**src/rtl/imem_program_loader.sv**
```systemverilog
// Byte-stream loader for the core's instruction memory: takes a 16-bit word count and then
// little-endian words, writes one word per pulse, and holds the core in reset until the image is complete.
module imem_program_loader #(
    parameter int DEPTH_WORDS = 64,
    parameter int ADDR_W      = 6,
    parameter int TIMEOUT_CYC = 1024
) (
    input  logic              clk,
    input  logic              rst,
    input  logic              load_start,
    input  logic [7:0]        rx_data,
    input  logic              rx_valid,
    output logic              rx_ready,
    output logic              imem_we,
    output logic [ADDR_W-1:0] imem_addr,
    output logic [31:0]       imem_wdata,
    output logic              core_rst,
    output logic              busy,
    output logic              done,
    output logic [1:0]        err_code
);
    // state | meaning
    // IDLE  | after reset, waiting for load_start
    // LEN0  | expecting length byte N[7:0]
    // LEN1  | expecting length byte N[15:8]
    // DATA  | receiving instruction bytes, LSB first
    // DONE  | image complete, core released
    // ERR   | oversize image or timeout, core held in reset
    localparam int TO_W = $clog2(TIMEOUT_CYC + 1);

    typedef enum logic [2:0] {
        S_IDLE, S_LEN0, S_LEN1, S_DATA, S_DONE, S_ERR
    } state_t;

    state_t          state;
    logic [7:0]      len_lo;
    logic [15:0]     len_words;
    logic [15:0]     word_cnt;
    logic [1:0]      byte_idx;
    logic [23:0]     word_buf;
    logic [TO_W-1:0] idle_cnt;
    logic [15:0]     len_next;
    logic            xfer;

    assign busy     = (state == S_LEN0) || (state == S_LEN1) || (state == S_DATA);
    assign rx_ready = busy;
    assign xfer     = rx_valid && rx_ready;
    assign len_next = {rx_data, len_lo};

    always_ff @(posedge clk) begin
        if (rst) begin
            state      <= S_IDLE;
            len_lo     <= '0;
            len_words  <= '0;
            word_cnt   <= '0;
            byte_idx   <= '0;
            word_buf   <= '0;
            idle_cnt   <= '0;
            imem_we    <= 1'b0;
            imem_addr  <= '0;
            imem_wdata <= '0;
            core_rst   <= 1'b1;
            done       <= 1'b0;
            err_code   <= 2'd0;
        end else begin
            imem_we <= 1'b0;
            case (state)
                S_IDLE, S_DONE, S_ERR: begin
                    if (state == S_DONE) begin
                        done     <= 1'b1;
                        core_rst <= 1'b0;
                    end
                    // a new load overrides whatever status the previous one left behind
                    if (load_start) begin
                        state    <= S_LEN0;
                        done     <= 1'b0;
                        err_code <= 2'd0;
                        core_rst <= 1'b1;
                        word_cnt <= '0;
                        byte_idx <= '0;
                        idle_cnt <= '0;
                    end
                end
                S_LEN0, S_LEN1, S_DATA: begin
                    if (xfer) begin
                        idle_cnt <= '0;
                    end else if (idle_cnt == TO_W'(TIMEOUT_CYC - 1)) begin
                        state    <= S_ERR;
                        err_code <= 2'd2;
                    end else begin
                        idle_cnt <= idle_cnt + 1'b1;
                    end

                    if (xfer) begin
                        case (state)
                            S_LEN0: begin
                                len_lo <= rx_data;
                                state  <= S_LEN1;
                            end
                            S_LEN1: begin
                                len_words <= len_next;
                                if (len_next == 16'd0) begin
                                    state <= S_DONE;
                                end else if (len_next > 16'(DEPTH_WORDS)) begin
                                    state    <= S_ERR;
                                    err_code <= 2'd1;
                                end else begin
                                    state    <= S_DATA;
                                    byte_idx <= '0;
                                end
                            end
                            default: begin
                                byte_idx <= byte_idx + 1'b1;
                                case (byte_idx)
                                    2'd0: word_buf[7:0]   <= rx_data;
                                    2'd1: word_buf[15:8]  <= rx_data;
                                    2'd2: word_buf[23:16] <= rx_data;
                                    default: begin
                                        imem_we    <= 1'b1;
                                        imem_addr  <= word_cnt[ADDR_W-1:0];
                                        imem_wdata <= {rx_data, word_buf};
                                        word_cnt   <= word_cnt + 16'd1;
                                        if (word_cnt == len_words - 16'd1)
                                            state <= S_DONE;
                                    end
                                endcase
                            end
                        endcase
                    end
                end
                default: state <= S_IDLE;
            endcase
        end
    end
endmodule

```
**config.mk**
```make
export PLATFORM = sky130hd
export DESIGN_NAME = imem_program_loader
export DESIGN_NICKNAME = d
export VERILOG_FILES = /design/src/rtl/imem_program_loader.sv
export SDC_FILE = /design/constraint.sdc
export NUM_CORES = 1
export LEC_CHECK = 0
export CORE_MARGIN = 2
export CORE_UTILIZATION = 29
export DETAILED_ROUTE_END_ITERATION = 12
export HOLD_SLACK_MARGIN = 0.05
export PLACE_DENSITY = 0.49
export REMOVE_ABC_BUFFERS = 1
export SLEW_MARGIN = 20
export SYNTH_ARGS = -nofsm -noshare
export SYNTH_HDL_FRONTEND = slang
export SYNTH_SLANG_ARGS = --single-unit
```
**constraint.sdc**
```tcl
create_clock -name clk -period 3.4 [get_ports clk]
set_input_delay 1.02 -clock clk [delete_from_list [all_inputs] [get_ports clk]]
set_output_delay 1.02 -clock clk [all_outputs]
set_load 0.01 [all_outputs]
```
; ---- Yosys cells after proc, flatten, opt, wreduce, memory -nomap -nowiden
; Cells that the tools add are included.
[word_totals]
reg_bits = 123
in_bits = 12
out_inout_bits = 45
word_cells = 102
[op_classes]
n_lt_le_gt_ge = 1
bitwise_logic = 4
n_mux = 37
addsub = 4
n_reduce_logical = 24
eq_ne = 17
[op_table]
columns = cell, n
row1 = 16-bit two-way mux, 4
row2 = 11-bit two-way mux, 3
row3 = 16-bit case mux with 2 select lines, 1
row4 = 3-bit two-way mux, 8
row5 = 11-bit case mux with 2 select lines, 1
row6 = 2-bit two-way mux, 10
row7 = 16-bit by 1-bit adder with 16-bit output (second input constant), 1
row8 = 16-bit == test, 1
row9 = 16-bit by 7-bit > comparator with 1-bit output (second input constant), 1
row10 = 16-bit logical NOT, 1
row11 = 4-bit AND reduction, 4
row12 = 16-bit by 1-bit subtractor with 16-bit output (second input constant), 1
row13 = 2-bit case mux with 2 select lines, 3
row14 = 3-bit case mux with 2 select lines, 2
row15 = 11-bit by 1-bit adder with 11-bit output (second input constant), 1
row16 = 11-bit by 10-bit == test with 1-bit output (second input constant), 1
row17 = 2-bit inequality test (second input constant), 5
row18 = 3-bit inequality test (second input constant), 3
row19 = 3-bit AND reduction, 3
row20 = 3-bit OR reduction, 3
row21 = 3-bit by 2-bit == test with 1-bit output (second input constant), 2
row22 = 3-bit == test (second input constant), 2
row23 = 6-bit AND reduction, 1
row24 = 1-bit two-way mux, 5
row25 = other kinds (14), 20

; ---- Logic depth before layout (Yosys ltp)
[logic_depth]
word_depth = 10
depth_mapped = 8
mapped_depth_nobuf = 8

; ---- Least setup slack after synthesis
; No wires, ideal clock.
[synth_timing]
path_type = in2reg
from = in rx_data[2]
to = reg byte_idx[1]
cell_stages = 6
arrival_ps = 2666
slack_ps = 671
setup_ps = 63
path_cell_list = or4_1 -> nor4_2 -> a311oi_4 -> a21oi_2 -> mux2_4 -> nor2_2
[synth_between]
elab_chain_cells = 3
[synth_lines]
columns = element, line
row1 = start: declaration, 11  ; input logic [7:0] rx_data,
row2 = 16-bit by 7-bit > comparator with 1-bit output or 16-bit logical NOT (tied branches), "104, 102"
row3 = 3-bit inequality test (no source line), n/a
row4 = 6-bit AND reduction (no source line) *, n/a
row5 = end signal: assignment, 113  ; byte_idx <= byte_idx + 1'b1;
row6 = end: declaration, 39  ; logic [1:0] byte_idx;
; Mark *: on every way between the ends. The rest lies on a longest branch, timed or not.
; A chain may end at the register's enable or synchronous reset.

; ---- Worst setup path after layout
[layout_timing]
from = reg state[0]
to = out rx_ready
[layout_between]
elab_chain_cells = 3
[layout_lines]
columns = element, line
row1 = start: declaration, 35  ; state_t state;
row2 = start signal: assignment, 52  ; state <= S_IDLE;
row3 = start signal: assignment, 75  ; state <= S_LEN0;
row4 = start signal: assignment, 88  ; state <= S_ERR;
row5 = 3-bit by 1-bit == test with 1-bit output or 3-bit by 2-bit == test with 1-bit output (tied branches), 45  ; assign busy = (state == S_LEN0) || (state == S_LEN1) || (state == S_DATA);
row6 = 1-bit logical OR, 45
row7 = 1-bit logical OR *, 45
row8 = end: declaration, 13  ; output logic rx_ready,
; Marked as above.

==> out/results.tsv <==
stage	metric	value	unit
grt	antenna_found_initial	0	
drt	routed-via-count	4880	
yosys	synth_area	5430	sq um
clock_network	clk_path_buf_depth	2	
yosys	yosys.area.top_type	dfxtp_1	
timing	relSlewSlack	0.576	
die	start_util	0.293	
timing	fin_skew	0.00481	ns
clock_network	clock_latency	0.42	ns
drt	routed_wl	14100	um
die	die_area	19800	sq um
timing	worstMarginPinSlew	0.636	ns
cells_and_area	fin_nets	766	
yosys	yosysWarnings	0	
yosys	netlist.area_leader.share	0.453	
drt	post-route-drc-count	0	
yosys	syn_inst	690	
yosys	yosysSeqAreaShare	0.453	
yosys	ys.flop_type	dfxtp_1	
clock_network	ctsResizeCount	0	
die	die_y	141	um
worst_setup_path	worstPathArrival	2.05	ns
clock_network	cts_made_buffers	17	
cells_and_area	fin_area	6910	sq um
worst_setup_path	cp_max_fo	13	
drt	postRouteAntennaNets	0	
drt	dr.first_iter.drc_count	318	
place	io_buffers	56	
grt	grt-ovfl-total	0	
timing	hold_viol	0	
clock_network	ctsHoldBuffers	0	
pwr	sw_frac_of_total	0.230	
worst_setup_path	criticalPathCategory	reg -> out	
cells_and_area	syn_to_final_growth	27.3	%
cells_and_area	diodes	0	
pwr	ir_drop	0.362	mV
yosys	avgSynthCellArea	7.87	sq um
die	rows	50	
drt	dr.pass1.iters	4	
place	dp_hpwl	9990	um
yosys	synth_common_cells	nand2_1 (174), dfxtp_1 (123), a21oi_1 (99)	
yosys	ys_types	54	
clock_network	cts_setup_buffers	0	
pwr	powerDensity	505	nW/um^2
clock_network	cts.sinks	123	
pwr	p_leak	2.32	nW
clock_network	cts_tree	done	
grt	grt_pass1_wl	23500	um
worst_setup_path	start_kind	register	
cells_and_area	final-seq-area	2460	sq um
die	die_width	141	um
cells_and_area	num-fill-cells	1932	
pwr	power.internal	2.69	mW
timing	period_minus_slack	3.07	ns
yosys	synthArstFlopShare	0	
grt	grt_max_degree	63	
timing	rsz0062_at_grt	false	
clock_network	clk_pin_slew	0.06	ns
grt	track_usage	0.148	
pwr	clockPowerShare	0.529	
yosys	yosysMostFrequentCell	nand2_1	
cells_and_area	drive_gt1_frac	0.0895	
timing	fmax	326	MHz
yosys	synth.area.top_cells	dfxtp_1 (45%), nand2_1 (12%), a21oi_1 (9.1%)	
cells_and_area	multi_input_area	2750	sq um
timing	setup_viol	0	
worst_setup_path	end_kind	output pin	
pwr	switching_power	803	uW
outcome	status	finished clean	
cells_and_area	postLayoutCoreUtil	0.373	
yosys	synth-edff-count	0	
clock_network	cts_max_level	4	
worst_setup_path	crit_required	2.38	ns
pwr	p_comb_frac	0.051	
clock_network	clockRootBuffer	clkbuf_16	
die	io_pins	57	
timing	timing.setup.tns	0	ns
pwr	p_seq_frac	0.420	
pwr	finalPower	3.49	mW
place	routabilityCongestion	0.860	
die	core	18500	sq um
yosys	synth_seq_cells	123	
worst_hold_path	hp-class	reg -> reg	
job	drv_cap	0	
grt	grt_pass1_vias	4672	
place	placed_cell_area	6300	sq um
drt	vias_per_cell	4.91	
drt	wl_per_cell	14.2	um
timing	drv_slew	0	
timing	fin_crit_sh	0.903	
[final cells by class]
class / count / area share
timing repair buffer: 80 / 0.108
clock buffer: 18 / 0.0635
tap: 234 / 0.0423
sequential: 123 / 0.356
multi-input combinational: 510 / 0.397
clock inverter: 14 / 0.0246
inverter: 15 / 0.00814
[power by group through the flow]
stage          Clock [mW]  Combinational (mW)  Sequential (mW)
6_report             1.85               0.179             1.47
5_1_grt              1.96               0.197             1.47
4_1_cts              1.90               0.182             1.47
3_5_place_dp            0               0.181             1.50
3_3_place_gp            0               0.177             1.50
2_1_floorplan           0              0.0816             1.49
[metrics by stage]
stage	setup slack (ns)	hold slack, ns	cells
2_1_floorplan	0.277	0.409	648
3_3_place_gp	0.150	0.420	962
3_5_place_dp	0.148	0.445	962
4_1_cts	0.276	0.450	994
5_1_grt	0.203	0.470	994
6_report	0.331	0.449	994
[path summary, 6_finish.rpt]
check	startpoint	endpoint	slack [ns]	cells past startpoint
setup / recovery	state[0]	rx_ready	0.33	3
hold / removal	word_buf[23]	imem_wdata[23]	0.45	2
setup reg to reg	len_words[0]	state[1]	0.93	9
hold reg to reg	word_buf[23]	imem_wdata[23]	0.45	2
[per-layer routing]
layer	up-vias	global-route usage	share of wire
met5	-	0	0
met4	0	0.0532	0.014
met3	18	0.0370	0.036
met2	85	0.229	0.46
met1	2311	0.200	0.49
li1	2466	-	-
[sequential cells by signal (all words and copies together), names as in the netlist]
register and count:
state 3, err_code 2, len_lo 8, done 1, word_cnt 16, imem_addr 6, len_words 16, byte_idx 2
imem_we 1, idle_cnt 11, imem_wdata 32, word_buf 24, core_rst 1
[cell families (layout without fill, tap and decap cells)]
family          after synthesis  in the layout  share of synthesized area
xor+xnor                     40             40                     0.0645
flops                       123            123                      0.453
mux                           3              3                    0.00645
compound gates              135            135                      0.144
simple gates                325            325                      0.274
buf+inv                      57            127                     0.0410
fa+ha+maj                     7              7                     0.0161
[critical path, stage by stage (launching register included)]
cell	delay (ns)
dfxtp_1	0.59
o21bai_1	0.19
inv_1	0.26
clkdlybuf4s50_1	0.60
[cells in the final DEF, fill, tap and decap left out, drive strengths merged, types with 7 or more instances in the layout]
cell	count
nand2	174
dfxtp	123
a21oi	100
clkdlybuf4s50	55
nand3	45
nor2	40
buf	25
xnor2	23
clkbuf	18
xor2	17
inv	16
nor3	10
a211oi	8
nand4	7
nand2b	7
ha	7
Power figures use the tool's default switching activity.
